<file path="src/rtl/bus_select_ctrl.sv">
// Multicycle control FSM for the simple RISC processor.
// Decodes IR into one-hot bus selects, register loads and A/G/IR strobes.
module bus_select_ctrl #(
  parameter logic [2:0] OP_MV  = 3'b000,
  parameter logic [2:0] OP_MVI = 3'b001,
  parameter logic [2:0] OP_ADD = 3'b010,
  parameter logic [2:0] OP_SUB = 3'b011
) (
  input  logic       clock,
  input  logic       resetn,
  input  logic       run,
  input  logic [8:0] ir,
  output logic [7:0] reg_sel,
  output logic       g_out,
  output logic       din_out,
  output logic [7:0] reg_in,
  output logic       ir_in,
  output logic       a_in,
  output logic       g_in,
  output logic       addsub,
  output logic       done,
  output logic [1:0] tstep
);

  localparam logic [1:0] T0 = 2'd0;
  localparam logic [1:0] T1 = 2'd1;
  localparam logic [1:0] T2 = 2'd2;
  localparam logic [1:0] T3 = 2'd3;

  logic [1:0] state;
  logic [1:0] state_nx;
  logic [2:0] op;
  logic [7:0] x_oh;
  logic [7:0] y_oh;
  logic       is_mv;
  logic       is_mvi;
  logic       is_alu;

  assign op     = ir[8:6];
  assign x_oh   = 8'b1 << ir[5:3];
  assign y_oh   = 8'b1 << ir[2:0];
  assign is_mv  = (op == OP_MV);
  assign is_mvi = (op == OP_MVI);
  assign is_alu = (op == OP_ADD) || (op == OP_SUB);
  assign tstep  = state;

  always_ff @(posedge clock) begin
    if (!resetn) state <= T0;
    else         state <= state_nx;
  end

  always_comb begin
    state_nx = state;
    case (state)
      T0: state_nx = run ? T1 : T0;
      T1: state_nx = is_alu ? T2 : T0;
      T2: state_nx = T3;
      T3: state_nx = T0;
      default: state_nx = T0;
    endcase
  end

  // Illegal opcodes fall through every T1 branch and only raise done.
  always_comb begin
    reg_sel = '0;
    g_out   = 1'b0;
    din_out = 1'b0;
    reg_in  = '0;
    ir_in   = 1'b0;
    a_in    = 1'b0;
    g_in    = 1'b0;
    addsub  = 1'b0;
    done    = 1'b0;
    case (state)
      T0: ir_in = 1'b1;
      T1: begin
        unique case (1'b1)
          is_mv: begin
            reg_sel = y_oh;
            reg_in  = x_oh;
            done    = 1'b1;
          end
          is_mvi: begin
            din_out = 1'b1;
            reg_in  = x_oh;
            done    = 1'b1;
          end
          is_alu: begin
            reg_sel = x_oh;
            a_in    = 1'b1;
          end
          default: done = 1'b1;
        endcase
      end
      T2: begin
        reg_sel = y_oh;
        g_in    = 1'b1;
        addsub  = (op == OP_SUB);
      end
      T3: begin
        g_out  = 1'b1;
        reg_in = x_oh;
        done   = 1'b1;
      end
      default: ;
    endcase
  end

endmodule

</file>
<file path="config.mk">
export PLATFORM = sky130hd
export DESIGN_NAME = bus_select_ctrl
export DESIGN_NICKNAME = d
export VERILOG_FILES = /design/src/rtl/bus_select_ctrl.sv
export SDC_FILE = /design/constraint.sdc
export NUM_CORES = 1
export LEC_CHECK = 0
export CORE_AREA = 2 2 39 41
export DETAILED_ROUTE_END_ITERATION = 10
export DIE_AREA = 0 0 41 43
export PLACE_DENSITY = 0.79
export SLEW_MARGIN = 5
export SYNTH_ARGS = -nofsm -noshare
export SYNTH_HDL_FRONTEND = slang
export SYNTH_SLANG_ARGS = --single-unit
</file>
<file path="constraint.sdc">
create_clock -name clock -period 2.43 [get_ports clock]
set_input_delay 0.486 -clock clock [delete_from_list [all_inputs] [get_ports clock]]
set_output_delay 0.486 -clock clock [all_outputs]
set_load 0.05 [all_outputs]
</file>
==> impl_metrics.env, run 1 <==
export IMPL_critPathKind="flip-flop to output pin"
export IMPL_routedWlPerCell_um=13.9
export IMPL_seq_area_um2=42.5
export IMPL_hold_depth=2
export IMPL_grt_pass1_wl_um=2540
export IMPL_startpoint_type="flip-flop"
export IMPL_crit_buf_inv=3
export IMPL_reg2reg_slack_ns=1.22
export IMPL_min_path_type="flip-flop to flip-flop"
export IMPL_rsz0062_at_grt="false"
export IMPL_r2r_cells=5
export IMPL_overflow=0
export IMPL_vias_per_cell=5.32
export IMPL_crit_chain="inv_1 -> ha_2 -> nor4b_4 -> o21ai_0 -> buf_4 -> o22ai_2 -> buf_12"
export IMPL_required_ns=1.94
export IMPL_grt_pass1_vias=584
export IMPL_p_sw_share_pct=36.5
export IMPL_finalWorstSetupSlack_ns=0.121
export IMPL_slew_viol_final=0
export IMPL_cp_max_fo=6
export IMPL_clk_latency_ns=0.24
export IMPL_synth_fp_nets=66
export IMPL_port_buffers=36
export IMPL_rows=14
export IMPL_post_cts_setup_buffers=0
export IMPL_drc_errors=0
export IMPL_cp_top_family="buffers and inverters"
export IMPL_final_core_util_pct=85.8
export IMPL_p_int_w=0.000137
export IMPL_synth_seq_cells=2
export IMPL_ys_seq_area_share_pct=10.2
export IMPL_slew_headroom_pct=65.1
export IMPL_cts_tree="yes"
export IMPL_combPwrFrac_pct=46.9
export IMPL_cts_buffer_depth=2
export IMPL_fin_skew_ns=0.00839
export IMPL_area_growth_pct=203
export IMPL_ios=37
export IMPL_synth_area_per_cell_um2=7.83
export IMPL_ant_nets=0
export IMPL_die_h_um=43
export IMPL_p_leak_nw=0.428
export IMPL_clock_sinks=2
export IMPL_tightest_slew_ns=0.523
export IMPL_dieWidth_um=41
export IMPL_gp_congestion=0.701
export IMPL_clockPowerShare_pct=36.3
export IMPL_die_area_um2=1760
export IMPL_fillers=71
export IMPL_cts_buffers=3
export IMPL_cts_root_buf="clkbuf_4"
export IMPL_initial_utilization_pct=28.3
export IMPL_synthDistinctLibCells=26
export IMPL_fin_nets=112
export IMPL_layout_drive_gt1_share_pct=60.6
export IMPL_outcome="completed"
export IMPL_ys_warn_count=0
export IMPL_antenna_found_initial=0
export IMPL_dpl_worst_slack_ns=-0.0113
export IMPL_core_area_um2=1380
export IMPL_grt_usage_pct=21.4
export IMPL_firstDrtPassIters=4
export IMPL_p_seq_share_pct=16.8
export IMPL_dp_hpwl_um=1260
export IMPL_drt_iter0_drc=4
export IMPL_wirelength_um=1530
export IMPL_multi_input_area_um2=485
export IMPL_syn_area_um2=392
export IMPL_timing_fmax_mhz=433
export IMPL_power_density_nw_per_um2=182
export IMPL_min_period_ns=2.31
export IMPL_ir_worst_vdd_uv=398
export IMPL_clk_pin_slew_ns=0.03
export IMPL_setup_viol=0
export IMPL_placedCellCount=107
export IMPL_switching_power_w=0.0000789
export IMPL_cts_max_level=1
export IMPL_maxCapViolCount=0
export IMPL_cpPeakStageDelay_ns=0.33
export IMPL_synth_cells=50
export IMPL_finalNonFillerCells=110
export IMPL_antenna_cells=0
export IMPL_cp_arrival_ns=1.82
export IMPL_critPathCaptureType="output pin"
export IMPL_grt_max_degree=7
export IMPL_fin_crit_sh_pct=95.0
export IMPL_timing_final_hold_violations=0
export IMPL_cp_slowest_cell="dfxtp_2"
export IMPL_finalPower_w=0.000216
export IMPL_vias=585
-- cell type report --
| type | count | area share, % |
|---|---|---|
| timing repair buffer | 41 | 51.0 |
| multi-input combinational | 45 | 40.9 |
| sequential | 2 | 3.58 |
| clock buffer | 3 | 1.90 |
| tap | 16 | 1.69 |
| inverter | 3 | 0.948 |
-- what timing repair did --
| action | CTS | global route |
|---|---|---|
| hold buffers | 0 | 0 |
| gates resized for setup | 1 | 8 |
| setup endpoints to repair | 8 | 16 |
| pin swaps | 3 | 3 |
-- power by group through the flow --
stage          Sequential [W]  Clock (W)  Combinational, W
3_5_place_dp        0.0000366          0         0.0000980
5_1_grt             0.0000366  0.0000829          0.000107
3_3_place_gp        0.0000365          0         0.0000966
4_1_cts             0.0000362  0.0000838         0.0000986
6_report            0.0000363  0.0000785          0.000101
2_1_floorplan       0.0000403          0         0.0000444
-- cells by family after synthesis --
logic type	count (synthesis)	synth area share, %
multiplexers	2	5.11
AND/OR/NAND/NOR	27	45.4
flip-flops	2	10.2
adder cells (fa/ha/maj)	4	12.8
AO/OA/AOI/OAI	12	23.6
buffers and inverters	3	2.88
-- metal layers --
| metal | vias to the layer above | GRT usage [%] | share of wire [%] |
|---|---|---|---|
| met1 | 275 | 22.8 | 36 |
| li1 | 280 | - | - |
| met4 | 0 | 14.0 | 2.8 |
| met3 | 4 | 4.19 | 5.8 |
| met2 | 26 | 35.3 | 55 |
| met5 | - | 0 | 0 |
-- synth_stat cells --
cell      instances  area (um2)
inv_1             3        11.3
nand2_1           1        3.75
nor2_1            8        30.0
and3b_2           1        10.0
or2_2             1        6.26
nand3b_1          2        15.0
and2b_2           1        8.76
or3b_1            1        8.76
o32ai_1           3        26.3
dfxtp_1           2        40.0
mux2i_1           2        20.0
ha_1              4        50.1
o21ai_0           2        10.0
and3_1            1        6.26
nor4b_4           1        23.8
nand4_1           1        6.26
nor2b_1           2        12.5
nor3b_1           1        7.51
nand2b_1          2        12.5
and2_1            1        6.26
o21bai_1          2        15.0
o22ai_1           4        25.0
nor2_2            1        6.26
nand4b_1          1        8.76
o32ai_2           1        16.3
nand3_1           1        5.00
-- worst max-delay path by stage --
| stage | startpoint | endpoint | slack, ns | depth (start not counted) |
|---|---|---|---|---|
| 6_report | flip-flop | reg_sel[3] | 0.12 | 7 |
| 2_1_floorplan | tstep[0] | reg_sel[0] | 0.04 | 4 |
| 3_5_place_dp | ir[8] | reg_sel[3] | -0.01 | 5 |
| 3_3_place_gp | ir[8] | reg_sel[7] | 0.001 | 5 |
| 5_1_grt | flip-flop | reg_sel[6] | 0.03 | 7 |
| 4_1_cts | ir[6] | reg_sel[6] | -0.002 | 6 |
-- through the flow --
stage / cell area, um2 / setup TNS (ns) / hold slack [ns]
CTS: 1160 / -0.00333 / 0.566
finish: 1190 / 0 / 0.557
floorplan: 512 / 0 / 0.614
detailed placement: 1130 / -0.0464 / 0.560
global route: 1190 / 0 / 0.610
global placement: 1130 / 0 / 0.544
-- tightest hold or removal path, delay by kind of cell, from the launching register on --
family        cells  cell delay [ns]
flops             1             0.33
simple gates      1             0.06
mux               1             0.12
-- cell usage in the layout, fill, tap and decap left out --
| master | synthesis | routed |
|---|---|---|
| and2_1 | 1 | 1 |
| and2b_2 | 1 | 1 |
| and3_1 | 1 | 1 |
| and3b_2 | 1 | 1 |
| buf_12 | 0 | 20 |
| buf_4 | 0 | 5 |
| clkbuf_4 | 0 | 3 |
| clkdlybuf4s50_1 | 0 | 13 |
| dfxtp_2 | 0 | 2 |
| dlymetal6s2s_1 | 0 | 3 |
| ha_2 | 0 | 3 |
| ha_4 | 0 | 1 |
| inv_1 | 3 | 3 |
| mux2i_1 | 2 | 2 |
| nand2_1 | 1 | 1 |
| nand2b_1 | 2 | 2 |
| nand3_1 | 1 | 1 |
| nand3b_1 | 2 | 2 |
| nand4_1 | 1 | 1 |
| nand4b_1 | 1 | 1 |
| nor2_2 | 1 | 8 |
| nor2_4 | 0 | 1 |
| nor2b_1 | 2 | 2 |
| nor3b_2 | 0 | 1 |
| nor4b_4 | 1 | 1 |
| o21ai_0 | 2 | 2 |
| o21bai_1 | 2 | 2 |
| o22ai_2 | 0 | 4 |
| o32ai_4 | 0 | 4 |
| or2_2 | 1 | 1 |
| or3b_4 | 0 | 1 |
Note: power is estimated with default switching activity, not from simulation.
==> inputs of run 2 (changes only) <==
Settings changed: ABC_AREA from default to 1, CORE_AREA 2 2 39 41 to default, CORE_UTILIZATION from default to 35, DIE_AREA 0 0 41 43 to default, PLACE_DENSITY 0.79 to 0.82.
==> run 2 against run 1 <==
Net effect:
- the flow now stops in clock tree synthesis
- area after synthesis up 27%
- synthesized cell count increased by 90%
==> impl_metrics.env, run 2 <==
export IMPL_outcome="aborted with a tool error"
export IMPL_lastStage="clock tree synthesis"
export IMPL_firstError="[ERROR DPL-0038] Utilization greater than 100%, impossible to legalize"
export IMPL_synth_compound_area_share_pct=13.9
export IMPL_synth_cells=95
export IMPL_ios=37
export IMPL_synth_fp_nets=111
export IMPL_syn_area_um2=497
export IMPL_die_h_um=39.7
export IMPL_dp_hpwl_um=2360
export IMPL_dpl_worst_slack_ns=-0.0154
export IMPL_synthSimpleGateAreaFrac_pct=52.4
export IMPL_synth_adder_area_share_pct=10.1
export IMPL_cts_resized=5
export IMPL_yosysMostFrequentCell="nor2_1"
export IMPL_gp_congestion=0.817
export IMPL_dieWidth_um=39.7
export IMPL_synth_edff_count=0
export IMPL_synth_flop_cell="dfxtp_1"
export IMPL_yosys_area_share_xor_xnor_pct=0
export IMPL_dpl_cell_area_um2=1290
export IMPL_clock_sinks=2
export IMPL_cts_root_buf="clkbuf_4"
export IMPL_placedCellCount=148
export IMPL_synth_top_family_by_area="simple AND/OR/NAND/NOR gates"
export IMPL_port_buffers=36
export IMPL_synth_top_area_share_pct=13.1
export IMPL_cts_buffer_depth=2
export IMPL_rows=13
export IMPL_yosysTopAreaCell="nand3_1"
export IMPL_cts_hold_buf=0
export IMPL_synth_seq_cells=2
export IMPL_synth_common_cells="nor2_1 (17), inv_1 (13), nand2_1 (13), nand3_1 (13), a21oi_1 (10)"
export IMPL_synthDistinctLibCells=17
export IMPL_muxShareOfSynthArea_pct=0
export IMPL_synth_area_top_cells="nand3_1 (13%), nor2_1 (13%), a21oi_1 (10%)"
export IMPL_ys_seq_area_share_pct=8.06
export IMPL_cts_max_level=1
export IMPL_ys_warn_count=0
export IMPL_synthArstFlopShare_pct=0
export IMPL_initial_utilization_pct=37.7
export IMPL_cts_buffers=3
export IMPL_post_cts_setup_buffers=0
export IMPL_synth_area_per_cell_um2=5.23
-- run 2: cell types whose count changed after synthesis, moves of 4 or more --
cell     previous run  this run
nor2_1              8        17
nor3_1              0         7
inv_1               3        13
nand2_1             1        13
nand3_1             1        13
o22ai_1             4         0
a21oi_1             0        10
nor4_1              0         4
-- run 2: stage by stage --
stage / hold WS (ns) / TNS [ns]
after global placement: 0.473 / 0
after floorplan: 0.600 / -0.0656
after detailed placement: 0.511 / -0.0154
-- run 2: cells by family after synthesis --
| kind of cell | Yosys count |
|---|---|
| and+or+nand+nor | 57 |
| buffers and inverters | 19 |
| AOI/OAI and AO/OA | 13 |
| adders and majority gates | 4 |
| DFF | 2 |
==> inputs of run 3 (changes only) <==
Settings changed: CORE_AREA from default to 2 2 63 65, CORE_UTILIZATION 35 to default, DIE_AREA from default to 0 0 65 67, PLACE_DENSITY 0.82 to default, PLACE_DENSITY_LB_ADDON from default to 0.15.
==> run 3 against run 2 <==
Net effect:
- the run now ends clean
- area after synthesis stayed put
- synthesized cell count did not move
==> impl_metrics.env, run 3 <==
export IMPL_synth_cells=95
export IMPL_synth_adder_area_share_pct=10.1
export IMPL_cts_tree="yes"
export IMPL_critPathCaptureType="output pin"
export IMPL_clk_pin_slew_ns=0.03
export IMPL_synthArstFlopShare_pct=0
export IMPL_dpl_worst_slack_ns=0.0666
export IMPL_synth_top_family_by_area="simple AND/OR/NAND/NOR gates"
export IMPL_synth_fp_nets=111
export IMPL_critPathKind="primary input to output pin"
export IMPL_grt_pass1_wl_um=3410
export IMPL_cts_buffer_depth=2
export IMPL_antenna_found_initial=0
export IMPL_area_growth_pct=183
export IMPL_wirelength_um=1950
export IMPL_setup_viol=0
export IMPL_clk_latency_ns=0.21
export IMPL_final_common_cell="buf_12"
export IMPL_drt_iter0_drc=15
export IMPL_ir_worst_vdd_uv=365
export IMPL_slew_headroom_pct=65.1
export IMPL_core_area_um2=3610
export IMPL_grt_pass1_vias=800
export IMPL_synthDistinctLibCells=17
export IMPL_die_h_um=67
export IMPL_dp_hpwl_um=1730
export IMPL_outcome="completed"
export IMPL_grt_max_degree=9
export IMPL_fillers=376
export IMPL_clock_sinks=2
export IMPL_routedWlPerCell_um=10.4
export IMPL_dieWidth_um=65
export IMPL_synth_compound_area_share_pct=13.9
export IMPL_grt_usage_pct=9.78
export IMPL_antenna_cells=0
export IMPL_synth_flop_cell="dfxtp_1"
export IMPL_min_path_type="flip-flop to flip-flop"
export IMPL_cts_root_buf="clkbuf_8"
export IMPL_required_ns=1.94
export IMPL_tightest_slew_ns=0.522
export IMPL_yosysTopAreaCell="nand3_1"
export IMPL_startpoint_type="primary input"
export IMPL_synth_seq_cells=2
export IMPL_vias=773
export IMPL_ios=37
export IMPL_ys_seq_area_share_pct=8.06
export IMPL_firstDrtPassIters=4
export IMPL_synth_edff_count=0
export IMPL_port_buffers=36
export IMPL_synth_top_area_share_pct=13.1
export IMPL_p_leak_nw=0.531
export IMPL_initial_utilization_pct=13.8
export IMPL_power_density_nw_per_um2=358
export IMPL_min_period_ns=2.34
export IMPL_rsz0062_at_grt="true"
export IMPL_final_core_util_pct=39.0
export IMPL_syn_area_um2=497
export IMPL_yosys_area_share_xor_xnor_pct=0
export IMPL_slew_viol_final=0
export IMPL_ys_warn_count=0
export IMPL_cp_arrival_ns=1.85
export IMPL_timing_fmax_mhz=428
export IMPL_layout_drive_gt1_share_pct=43.6
export IMPL_gp_congestion=0.824
export IMPL_finalWorstSetupSlack_ns=0.0920
export IMPL_cts_max_level=1
export IMPL_rows=22
export IMPL_fin_crit_sh_pct=96.2
export IMPL_yosysMostFrequentCell="nor2_1"
export IMPL_fin_nets=158
export IMPL_final_cell_mix="buf_12 (20), clkdlybuf4s50_1 (15), nor2_1 (14)"
export IMPL_synthSimpleGateAreaFrac_pct=52.4
export IMPL_ant_nets=0
export IMPL_cp_max_fo=7
export IMPL_synth_area_per_cell_um2=5.23
export IMPL_synth_common_cells="nor2_1 (17), inv_1 (13), nand2_1 (13), nand3_1 (13), a21oi_1 (10)"
export IMPL_maxCapViolCount=0
export IMPL_overflow=0
export IMPL_die_area_um2=4360
export IMPL_vias_per_cell=4.11
export IMPL_cts_buffers=3
export IMPL_reg2reg_slack_ns=1.19
export IMPL_muxShareOfSynthArea_pct=0
export IMPL_timing_final_hold_violations=0
export IMPL_drc_errors=0
export IMPL_fin_skew_ns=0.000616
export IMPL_synth_area_top_cells="nand3_1 (13%), nor2_1 (13%), a21oi_1 (10%)"
-- run 3: cell counts after synthesis --
No cell type changed its count.
-- run 3: logic make-up (layout without fill, tap and decap cells) --
kind of cell             after synthesis  count (layout)
adder cells (fa/ha/maj)                4               4
AND/OR/NAND/NOR                       57              57
flip-flops                             2               2
buffers and inverters                 19              64
AO/OA/AOI/OAI                         13              13
-- run 3: path summary, 6_finish.rpt --
kind,startpoint,cells after the start,end
min reg2reg,tstep[0],1,flip-flop
max,ir[5],7,reg_sel[2]
min,tstep[0],1,flip-flop
max reg2reg,flip-flop,5,flip-flop
-- run 3: per-stage QoR --
step	hold slack, ns	std cells	area, um2	total power (W)	setup TNS, ns
floorplan	0.600	95	691	0.000255	-0.0656
global placement	0.483	185	1360	0.000379	0
detailed placement	0.490	185	1360	0.000379	0
CTS	0.499	188	1400	0.000512	0
global route	0.529	188	1410	0.000537	-0.0442
finish	0.494	188	1410	0.000504	0
-- run 3: power breakdown --
group          leakage [nW]  internal [W]  switching [W]
combinational         0.493      0.000120       0.000210
sequential           0.0168     0.0000394     0.00000746
clock                0.0216      0.000104      0.0000231
total                 0.531      0.000264       0.000240
-- run 3: cell type report --
cell class / count / area, um2 / share of cell area (%)
clock buffers: 3 / 41.3 / 2.93
inverters: 16 / 60.1 / 4.27
multi-input cells: 74 / 574 / 40.8
flip-flops and latches: 2 / 41.3 / 2.93
well taps: 48 / 60.1 / 4.27
repair buffers: 45 / 631 / 44.8
-- run 3: worst max-delay path: stages --
cell	delay, ns
clkdlybuf4s50_1	0.48
inv_2	0.21
nand3_1	0.16
nor2_1	0.12
nor2_1	0.07
a21oi_4	0.16
buf_12	0.15
-- run 3: layer usage --
metal / track usage (%) / share of wire, % / vias up
met5: 0 / 0 / -
met4: 2.39 / 0 / 0
met3: 1.52 / 5.5 / 0
met2: 19.2 / 56 / 21
met1: 10.9 / 39 / 353
li1: - / - / 399
-- run 3: repair_timing --
item / CTS / global route
hold buffers: 0 / 0
endpoints found under the setup margin: 0 / 7
gates resized for setup: 0 / 2
buffers inserted: 0 / 0
==> inputs of run 4 (changes only) <==
Settings changed: ABC_AREA 1 to default, DONT_BUFFER_PORTS from default to 1.
Clock period 2.43 ns to 2.7 ns, I/O delays scaled along.
==> run 4 against run 3 <==
Net effect:
- wire length shrank 15%
- sequential share of layout area grew 2.0 points
- design area shrank 43%
- setup slack gained 0.14 ns
- non-clock buffer count shrank 22
- critical endpoint is now reg_in[7]
- largest power group is now the clock network
==> impl_metrics.env, run 4 (same netlist as run 1, synthesis figures left out) <==
export IMPL_critPathKind="flip-flop to output pin"
export IMPL_fin_skew_ns=0.00324
export IMPL_r2r_cells=4
export IMPL_ios=37
export IMPL_required_ns=2.16
export IMPL_area_growth_pct=106
export IMPL_clock_sinks=2
export IMPL_outcome="completed"
export IMPL_vias_per_cell=4.04
export IMPL_rows=22
export IMPL_timing_final_hold_violations=0
export IMPL_cts_buffers=3
export IMPL_cts_buffer_depth=2
export IMPL_reg2reg_slack_ns=1.32
export IMPL_setup_viol=0
export IMPL_port_buffers=0
export IMPL_design_area_um2=806
export IMPL_final_core_util_pct=22.3
export IMPL_cts_root_buf="clkbuf_8"
export IMPL_min_path_type="primary input to flip-flop"
export IMPL_rsz0062_at_grt="false"
export IMPL_cts_tree="yes"
export IMPL_finalNonFillerCells=124
export IMPL_grt_max_degree=7
export IMPL_drc_errors=0
export IMPL_fin_crit_sh_pct=91.4
export IMPL_tightest_slew_ns=0.697
export IMPL_dpl_worst_slack_ns=0.421
export IMPL_grt_pass1_wl_um=2640
export IMPL_die_h_um=67
export IMPL_cts_hold_buf=0
export IMPL_wirelength_um=1670
export IMPL_fin_nets=94
export IMPL_maxCapViolCount=0
export IMPL_hold_depth=1
export IMPL_critPathCaptureType="output pin"
export IMPL_gp_congestion=0.736
export IMPL_post_cts_setup_buffers=0
export IMPL_placedCellCount=121
export IMPL_final_common_cell="buf_4"
export IMPL_tns_ns=0
export IMPL_initial_utilization_pct=10.9
export IMPL_startpoint_type="flip-flop"
export IMPL_cts_max_level=1
export IMPL_clk_pin_slew_ns=0.03
export IMPL_r2r_start="tstep[0]"
export IMPL_clk_latency_ns=0.21
export IMPL_r2r_end="tstep[0]"
export IMPL_antenna_cells=0
export IMPL_timing_fmax_mhz=405
export IMPL_routedWlPerCell_um=13.4
export IMPL_antenna_found_initial=0
export IMPL_cp_max_fo=6
export IMPL_dpl_cell_area_um2=764
export IMPL_finalWorstSetupSlack_ns=0.233
export IMPL_p_leak_nw=0.298
export IMPL_ir_worst_vdd_uv=263
export IMPL_layout_drive_gt1_share_pct=56.6
export IMPL_power_density_nw_per_um2=248
export IMPL_worstHoldStart="resetn"
export IMPL_slew_viol_final=0
export IMPL_slew_headroom_pct=53.0
export IMPL_vias=501
export IMPL_min_period_ns=2.47
export IMPL_ant_nets=0
export IMPL_dp_hpwl_um=1460
export IMPL_core_area_um2=3610
export IMPL_drt_iter0_drc=7
export IMPL_cts_resized=0
export IMPL_cp_arrival_ns=1.93
export IMPL_grt_usage_pct=8.07
export IMPL_grt_pass1_vias=537
export IMPL_dieWidth_um=65
export IMPL_die_area_um2=4360
export IMPL_final_cell_mix="buf_4 (17), nor2_2 (9), buf_12 (6), o22ai_1 (4), ha_1 (4)"
export IMPL_overflow=0
export IMPL_firstDrtPassIters=4
-- run 4: final cells by class --
cell class	instances	area (um2)
Sequential cell	2	40.0
Tap cell	48	60.1
Clock buffer	3	41.3
Multi-Input combinational cell	45	405
Inverter	3	11.3
Timing Repair Buffer	23	248
Fill cell	394	2800
-- run 4: stage by stage --
stage / hold WS [ns] / total power [W]
floorplan: 0.668 / 0.0000733
global placement: 0.677 / 0.0000846
detailed placement: 0.675 / 0.0000850
CTS: 0.456 / 0.000205
global route: 0.461 / 0.000212
finish: 0.462 / 0.000200
-- run 4: critical path: stages, from the launching register on --
cell and delay, ns:
dfxtp_1 0.36, inv_1 0.08, ha_1 0.25, nor3b_1 0.19, o21ai_0 0.56, nor2_2 0.06, buf_4 0.21
-- run 4: layer usage --
layer | wire, um | track usage [%]
met1 | 727 | 9.43
met2 | 760 | 13.7
met5 | 0 | 0
met3 | 179 | 3.04
met4 | 0 | 2.39
-- run 4: where the power goes --
group,internal (W),leakage [nW],switching (W),total [W]
sequential,0.0000309,0.0164,0.00000121,0.0000321
clock,0.0000941,0.0216,0.0000216,0.000116
combinational,0.0000174,0.260,0.0000345,0.0000518
-- run 4: how the worst max path moves through the flow --
stage,to,slack (ns)
global route,reg_in[6],0.005
CTS,reg_in[7],0.19
floorplan,reg_sel[2],-0.24
global placement,reg_sel[0],0.47
detailed placement,reg_in[7],0.42
finish,reg_in[7],0.23
